==> src/rtl/pio_in_pkg.sv <==
// Shared constants for the KEY/SW input PIO: register map, bit layout and width.
package pio_in_pkg;

    localparam int REG_W = 12;

    localparam logic [1:0] ADDR_DATA = 2'd0;
    localparam logic [1:0] ADDR_MASK = 2'd1;
    localparam logic [1:0] ADDR_EDGE = 2'd2;
    localparam logic [1:0] ADDR_RAW  = 2'd3;

    localparam int KEY_LSB = 0;
    localparam int SW_LSB  = 2;

    function automatic logic [31:0] zext_reg(input logic [REG_W-1:0] v);
        return {{(32-REG_W){1'b0}}, v};
    endfunction

endpackage

==> src/rtl/debounce_bit.sv <==
// One input bit: two-flop synchroniser followed by a stable-count debouncer.
module debounce_bit #(
    parameter int   DEBOUNCE_CYCLES = 500000,
    parameter logic RESET_VAL       = 1'b0
) (
    input  logic clk_clk,
    input  logic reset_reset,
    input  logic din,
    output logic sync,
    output logic dout
);

    localparam int CNT_W = $clog2(DEBOUNCE_CYCLES);
    localparam logic [CNT_W-1:0] CNT_MAX = CNT_W'(DEBOUNCE_CYCLES - 1);

    logic             meta;
    logic [CNT_W-1:0] cnt;

    // NOTE: every sequential assignment uses <= so all flops sample pre-edge values.
    always_ff @(posedge clk_clk) begin
        if (reset_reset) begin
            meta <= RESET_VAL;
            sync <= RESET_VAL;
            dout <= RESET_VAL;
            cnt  <= '0;
        end else begin
            meta <= din;
            sync <= meta;
            if (sync == dout) begin
                cnt <= '0;
            end else if (cnt == CNT_MAX) begin
                // Level has disagreed for DEBOUNCE_CYCLES consecutive cycles: accept it.
                dout <= sync;
                cnt  <= '0;
            end else begin
                cnt <= cnt + CNT_W'(1);
            end
        end
    end

endmodule

==> src/rtl/key_switch_input_pio.sv <==
// Avalon-MM responder returning debounced DE10-Lite KEY/SW state with edge capture and IRQ.
module key_switch_input_pio
    import pio_in_pkg::*;
#(
    parameter int N_KEY           = 2,
    parameter int N_SW            = 10,
    parameter int DEBOUNCE_CYCLES = 500000
) (
    input  logic              clk_clk,
    input  logic              reset_reset,
    input  logic [N_KEY-1:0]  key_n_in,
    input  logic [N_SW-1:0]   sw_in,
    input  logic [1:0]        avs_address,
    input  logic              avs_read,
    input  logic              avs_write,
    input  logic [31:0]       avs_writedata,
    output logic [31:0]       avs_readdata,
    output logic              avs_readdatavalid,
    output logic              avs_waitrequest,
    output logic              irq
);

    localparam logic [REG_W-1:0] KEY_BITS = REG_W'(((1 << N_KEY) - 1) << KEY_LSB);

    logic [N_KEY-1:0] key_sync_n, key_stable_n;
    logic [N_SW-1:0]  sw_sync, sw_stable;

    // Key flops idle at 1 (released) so the inverted level starts at 0.
    for (genvar i = 0; i < N_KEY; i++) begin : g_key
        debounce_bit #(
            .DEBOUNCE_CYCLES(DEBOUNCE_CYCLES),
            .RESET_VAL      (1'b1)
        ) u_db (
            .clk_clk    (clk_clk),
            .reset_reset(reset_reset),
            .din        (key_n_in[i]),
            .sync       (key_sync_n[i]),
            .dout       (key_stable_n[i])
        );
    end

    for (genvar i = 0; i < N_SW; i++) begin : g_sw
        debounce_bit #(
            .DEBOUNCE_CYCLES(DEBOUNCE_CYCLES),
            .RESET_VAL      (1'b0)
        ) u_db (
            .clk_clk    (clk_clk),
            .reset_reset(reset_reset),
            .din        (sw_in[i]),
            .sync       (sw_sync[i]),
            .dout       (sw_stable[i])
        );
    end

    logic [REG_W-1:0] stable, raw, stable_d, edge_q, mask_q, edge_set, edge_clr;
    logic [31:0]      rd_mux;
    logic             unused_wdata_hi;

    // NOTE: every always_comb output gets a default first so no latch is inferred.
    always_comb begin
        stable = '0;
        raw    = '0;
        stable[KEY_LSB +: N_KEY] = ~key_stable_n;
        stable[SW_LSB  +: N_SW]  = sw_stable;
        raw[KEY_LSB +: N_KEY]    = ~key_sync_n;
        raw[SW_LSB  +: N_SW]     = sw_sync;
    end

    // Keys capture presses only; switches capture any change.
    assign edge_set = (stable & ~stable_d & KEY_BITS) | ((stable ^ stable_d) & ~KEY_BITS);
    assign edge_clr = (avs_write && avs_address == ADDR_EDGE) ? avs_writedata[REG_W-1:0] : '0;

    always_comb begin
        rd_mux = '0;
        case (avs_address)
            ADDR_DATA: rd_mux = zext_reg(stable);
            ADDR_MASK: rd_mux = zext_reg(mask_q);
            ADDR_EDGE: rd_mux = zext_reg(edge_q);
            ADDR_RAW:  rd_mux = zext_reg(raw);
            default:   rd_mux = '0;
        endcase
    end

    always_ff @(posedge clk_clk) begin
        if (reset_reset) begin
            stable_d          <= '0;
            edge_q            <= '0;
            mask_q            <= '0;
            irq               <= 1'b0;
            avs_readdatavalid <= 1'b0;
            avs_readdata      <= '0;
        end else begin
            stable_d <= stable;
            // A set in the same cycle as a W1C of that bit wins.
            edge_q   <= (edge_q & ~edge_clr) | edge_set;
            if (avs_write && avs_address == ADDR_MASK) begin
                mask_q <= avs_writedata[REG_W-1:0];
            end
            irq               <= |(edge_q & mask_q);
            avs_readdatavalid <= avs_read;
            if (avs_read) begin
                avs_readdata <= rd_mux;
            end
        end
    end

    assign avs_waitrequest = 1'b0;
    assign unused_wdata_hi = ^avs_writedata[31:REG_W];

endmodule
==> config.mk <==
export PLATFORM = sky130hd
export DESIGN_NAME = key_switch_input_pio
export DESIGN_NICKNAME = d
export VERILOG_FILES = /design/src/rtl/pio_in_pkg.sv /design/src/rtl/debounce_bit.sv /design/src/rtl/key_switch_input_pio.sv
export SDC_FILE = /design/constraint.sdc
export NUM_CORES = 1
export LEC_CHECK = 0
export ABC_CLOCK_PERIOD_IN_PS = 3100
export CAP_MARGIN = 20
export CELL_PAD_IN_SITES_DETAIL_PLACEMENT = 1
export CELL_PAD_IN_SITES_GLOBAL_PLACEMENT = 1
export CORE_ASPECT_RATIO = 2
export CORE_MARGIN = 8
export CORE_UTILIZATION = 51
export CTS_BUF_LIST = sky130_fd_sc_hd__clkbuf_8
export DETAILED_ROUTE_END_ITERATION = 16
export PLACE_DENSITY = 0.88
export SYNTH_ARGS = -nofsm -noshare
export SYNTH_HDL_FRONTEND = slang
export SYNTH_SLANG_ARGS = --single-unit
==> constraint.sdc <==
create_clock -name clk_clk -period 3.1 [get_ports clk_clk]
set_input_delay 0.62 -clock clk_clk [delete_from_list [all_inputs] [get_ports clk_clk]]
set_output_delay 0.62 -clock clk_clk [all_outputs]
set_load 0.01 [all_outputs]
After elaboration in Yosys (flattened, before gate mapping) --
Cells that the tools add are included.
Word-level totals: memory bits (writable) 0, register bits 334, bits in read-only memories 0, memories 0, logic and storage cells 145, output and inout bits 35, bits of input ports 50, bits in latches 0
Operators by class: div/mod/pow operators 0, equal/unequal tests 27, $add $sub $neg 12, muxes and demuxes 2, reductions and logical operators 28, shifts and indexed selects 0, multiply operators 0, magnitude comparators 0, bitwise logic cells 22
Operator list (number):
- $add A19 B1 Y19 const B | 12
- $eq A19 B19 Y1 const B | 12
- $pmux W32 S4 | 1
- $reduce_or A3 Y1 | 12
- $and A12 B12 Y12 | 2
- $reduce_and A2 Y1 | 12
- $eq A1 B1 Y1 | 12
- $mux W12 | 1
- $not A1 Y1 | 12
- $not A12 Y12 | 1
- $or A12 B12 Y12 | 1
- $or A2 B12 Y12 | 1
- $reduce_or A12 Y1 | 1
- $xor A12 B12 Y12 | 1
- $not A2 Y2 | 3
- $eq A2 B2 Y1 const B | 2
- $and A2 B2 Y2 | 1
- $eq A2 B1 Y1 const B | 1
- $logic_and A1 B1 Y1 | 2
- $logic_not A2 Y1 | 1

Logic depth before layout (Yosys ltp) --
depth in word-level cells 6, gate-level depth with buffers 7, mapped depth without buffers 5

By module --
A second synthesis with hierarchy kept.
Second synthesis, totals: cell total of the unflattened synthesis 1529, area, all modules 14239.9 µm²
Modules (own cells, without submodules):
- debounce_bit at g_sw[0].u_db ... | times used 10, sequential area each 440.4 µm², area an instance 984.7 µm², cells each 109
- key_switch_input_pio | times used 1, sequential area each 1001.0 µm², area an instance 2290.9 µm², cells each 219
- debounce_bit at g_key[0].u_db ... | times used 2, sequential area each 440.4 µm², area an instance 1051.0 µm², cells each 110

Least setup slack after synthesis --
No wires, ideal clock.
path kind input to register, from input port avs_address[0], to register avs_readdata[2], stages on the path 5, path buffers 2, arrival 1.858 ns, data required time 2.972 ns, setup slack 1.115 ns, setup time 0.128 ns, cell sequence clkbuf_1 > buf_2 > mux4_2 > mux2i_1 > nor2_1
Between the ends: cells in the longest elaborated chain, start to end 2, elaborated cells on any way between the ends 5, those cells by class eq/ne: 3; mux: 1; reduce/logical: 1
Ends and longest elaborated chain:
- start, declared | line key_switch_input_pio.sv:13 | input logic [1:0] avs_address,
- $eq A2 B2 Y1 (tied with other cells) | line key_switch_input_pio.sv:75 | case (avs_address)
- $pmux W32 S4 * | line key_switch_input_pio.sv:75
- end signal, assigned | line key_switch_input_pio.sv:102 | avs_readdata <= rd_mux;
- end, declared | line key_switch_input_pio.sv:17 | output logic [31:0] avs_readdata,
Mark *: on every way between the ends. The rest lies on a longest branch, timed or not. The select of a mux whose other input is x is not followed. A chain may end at the register's enable or synchronous reset.

Worst setup path in the final report --
from register g_key[1].u_db.cnt[0], to register g_key[1].u_db.cnt[11]
Between the ends: cells in the longest elaborated chain, start to end 2, elaborated cells on any way between the ends 3, those cells by class add/sub: 1; eq/ne: 1; reduce/logical: 1
Ends and longest elaborated chain:
- start, declared | line debounce_bit.sv:17 | logic [CNT_W-1:0] cnt;
- start signal, assigned | line debounce_bit.sv:36 | cnt <= cnt + CNT_W'(1);
- parallel branches: the longest is 2 deep, another holds $add A19 B1 Y19
Several ways; the timed one is not identified.

==> run_results.csv <==
group,metric,value,unit
outcome,run_status,"finished, final reports clean",
global_routing,antenna_violations_before_repair,0,
logic_synthesis,yosysWarningCount,0,
logic_synthesis,synth_largest_area_cell,"dfxtp_1",
sta,max_clock_freq,0.425,GHz
clock_tree,clkSlewWorstSetupHoldPaths,0.07,ns
drt,drt-wirelength-per-cell,18.5,µm
die,placeableCoreArea,0.0267,mm²
placement,globalplace.congestion,0.823,
critical_path,critPathTopFamily,"simple AND/OR/NAND/NOR gates",
sta,setup_total_negative_slack,0,ns
clock_tree,num_cts_buffers,46,
sta,worst_clock_skew,0.0242,ns
placement,dp_hpwl,23600,µm
pwr,cellLeakagePower,4.97,nW
pwr,pwr_density_cell,508,mW/mm²
logic_synthesis,post_synth.cell_area_avg,8.96,µm²
die,floorplan.rows,85,
drt,detail_route.vias_per_cell,5.76,
clock_tree,cts_tree,"done",
logic_synthesis,ys_types,52,
logic_synthesis,synth_top_area_share,45.8,%
drt,initialDrtViolationCount,476,
critical_path,timing_worst_setup_path_type,"flip-flop to flip-flop",
global_routing,globalRouteOverflowTotal,0,
drt,via_count,11300,
sta,rsz0062_at_grt,"false",
drt,wl_met1,14800,µm
sta,period_share,75.9,%
die,starting_density_of_the_core,51.4,%
layout,post_route_cells_drive_above_1_share,7.68,%
logic_synthesis,biggest_area_contributors_in_the_synthesized_netlist,"dfxtp_1, nor2_1, xor2_1, xnor2_1, nand3_1",
drt,maxUsedRoutingLayer,"met4",
logic_synthesis,postSynthRegisterBits,314,
drt,wl_met3,1150,µm
logic_synthesis,synth_area,0.0137,mm²
clock_tree,cts_setup_buffers,0,
critical_path,critical_path.cell_chain,"ha_1 -> and4_1 -> nand4_1 -> o211ai_2 -> nor2_1",
clock_tree,clkLatencyLatePin,0.58,ns
sta,setup-violations-final,0,
drt,final_antenna_net_count,0,
clock_tree,htree_levels,2,
die,die_area,0.0327,mm²
clock_tree,clockRootBuffer,"clkbuf_8",
critical_path,crit_required,3.52,ns
die,ioPinCount,85,
logic_synthesis,yosys-top-cells-count,"dfxtp_1, nor2_1, nand2_1",
hold_path,hold_path_class,"flip-flop to flip-flop",
logic_synthesis,postSynthCellCount,1531,
critical_path,largest_fanout_of_any_net_on_the_critical_path,19,
logic_synthesis,leading_cell_type_by_number_of_instances_after_synthesis,"dfxtp_1",
critical_path,rrSetupSlack,0.75,ns
die,floorplan.die.width,132,µm
placement,placement.setup.worst_slack,0.575,ns
drt,route.final.wire_length,36300,µm
placement,io_buffers,43,
sta,timing.final.max_slew_violations,0,
sta,setup_ws,0.747,ns
drt,post_detailed_route_drc_marker_count,0,
clock_tree,cts_resized,0,
global_routing,grt_first_pass_wirelength,60500,µm
sta,final_hold_viol_count,0,
layout,finish.net_count,1643,
global_routing,global_routing_usage_summed_across_all_routing_layers,21.9,%
sta,tightestPinTransition,0.949,ns
sta,final.min_clock_period,2.35,ns
logic_synthesis,yosysSeqAreaShare,45.8,%
critical_path,critical-path-max-stage-delay,0.73,ns
logic_synthesis,synthArstFlopShare,0,%
pwr,peak_supply_drop,0.000440,V
critical_path,arrival_time_at_the_worst_endpoint,2.77,ns
sta,slew_headroom,36.5,%
logic_synthesis,postSynth.topFlopCell,"dfxtp_1",
layout,num_antenna_cells,0,
clock_tree,cts_hold_buf,0,
clock_tree,cts_buffer_depth,3,
run,maximum_capacitance_violations,0,
critical_path,cp-start-kind,"flip-flop",
drt,route.met2.wl,19300,µm
clock_tree,clkSinkCount,314,
global_routing,first_global_vias,12400,
layout,layout-area-overhead-vs-synth,11.9,%
global_routing,grt_start_max_net_pins,83,
die,dieHeight,248,µm
logic_synthesis,synth-edff-count,0,
critical_path,timing.critical_path.buf_inv,0,
drt,drt-pass1-iter-count,4,
critical_path,crit_path_top_delay_cell,"o211ai_2",
critical_path,worst_setup_path_end_kind,"flip-flop",
## layout by cell type (no fill, tap or decap), types with 16 or more instances in the layout
cell and n:
and4_1 21, nor3_1 21, o21ai_0 39, conb_1 21
mux2i_1 24, nor4_1 37, nand4_1 52, nor2_1 224
xnor2_1 84, o31ai_1 26, inv_1 59, dfxtp_1 314
clkdlybuf4s50_1 42, nand2_1 95, or3_1 49, nand3_1 86
nor2b_1 33, a21oi_1 76, xor2_1 86, or4_1 30
nor4b_1 16, clkbuf_8 60
## metrics by stage
| stage | area (µm²) | power, mW | utilization, % | std cells | hold WS [ns] |
|---|---|---|---|---|---|
| 3_3_place_gp | 14400 | 4.36 | 53.8 | 1880 | 0.394 |
| 4_1_cts | 15300 | 7.88 | 57.5 | 1962 | 0.413 |
| 2_1_floorplan | 13800 | 4.30 | - | 1551 | 0.389 |
| 5_1_grt | 15300 | 8.08 | 57.5 | 1963 | 0.433 |
| 6_report | 15300 | 7.80 | 57.5 | 1963 | 0.413 |
| 3_5_place_dp | 14400 | 4.37 | 53.8 | 1880 | 0.398 |
## registers in the layout, indices dropped and copies added (netlist names), 2 cells and up
name,flops
g_sw.u_db.dout,10
g_key.u_db.dout,2
g_key.u_db.meta,2
edge_q,12
g_sw.u_db.cnt,190
g_key.u_db.cnt,38
g_sw.u_db.sync,10
avs_readdata,12
g_key.u_db.sync,2
stable_d,12
mask_q,12
g_sw.u_db.meta,10
## cells by family after synthesis
logic type | synth area share, %
and+or+nand+nor | 27.2
DFF | 45.8
adders and majority gates | 1.09
buffers and inverters | 3.92
muxes | 3.72
other | 0.0273
AOI/OAI and AO/OA | 7.37
xor gates and xnor gates | 10.9
## power breakdown
group | internal [mW] | leakage (nW) | switching, mW
Sequential | 4.06 | 2.54 | 0.0218
Clock | 1.91 | 0.556 | 1.61
Combinational | 0.0835 | 1.87 | 0.117
Total | 6.05 | 4.97 | 1.75
## area by class of cell
type | count | area, µm²
tap | 348 | 435
clock inverter | 22 | 153
timing repair buffer | 53 | 503
fill | 3136 | 11300
multi-input combinational | 1119 | 6970
inverter | 47 | 176
clock buffer | 60 | 826
sequential | 314 | 6290
## metal layers
metal  GRT usage (%)  up-vias
met2            41.4      198
met4            8.70        0
met5               0        -
met1            23.7     5581
met3            3.71       89
li1                -     5433
## worst reg2reg max path, stage by stage, from the launching register on
cell and delay (ns):
dfxtp_1 0.40, ha_1 0.26, and4_1 0.37, nand4_1 0.25
o211ai_2 0.73, nor2_1 0.18
## final timing paths
path / to / depth (start not counted) / from
worst min register to register: g_key[1].u_db.sync$_SDFF_PP1_ / 1 / g_key[1].u_db.meta$_SDFF_PP1_
worst min-delay path: g_key[1].u_db.sync$_SDFF_PP1_ / 1 / g_key[1].u_db.meta$_SDFF_PP1_
worst max-delay path: g_key[1].u_db.cnt[11]$_SDFF_PP0_ / 5 / g_key[1].u_db.cnt[0]$_SDFF_PP0_
worst max register to register: g_key[1].u_db.cnt[11]$_SDFF_PP0_ / 5 / g_key[1].u_db.cnt[0]$_SDFF_PP0_
No activity file was read; power rests on OpenSTA's default activity.
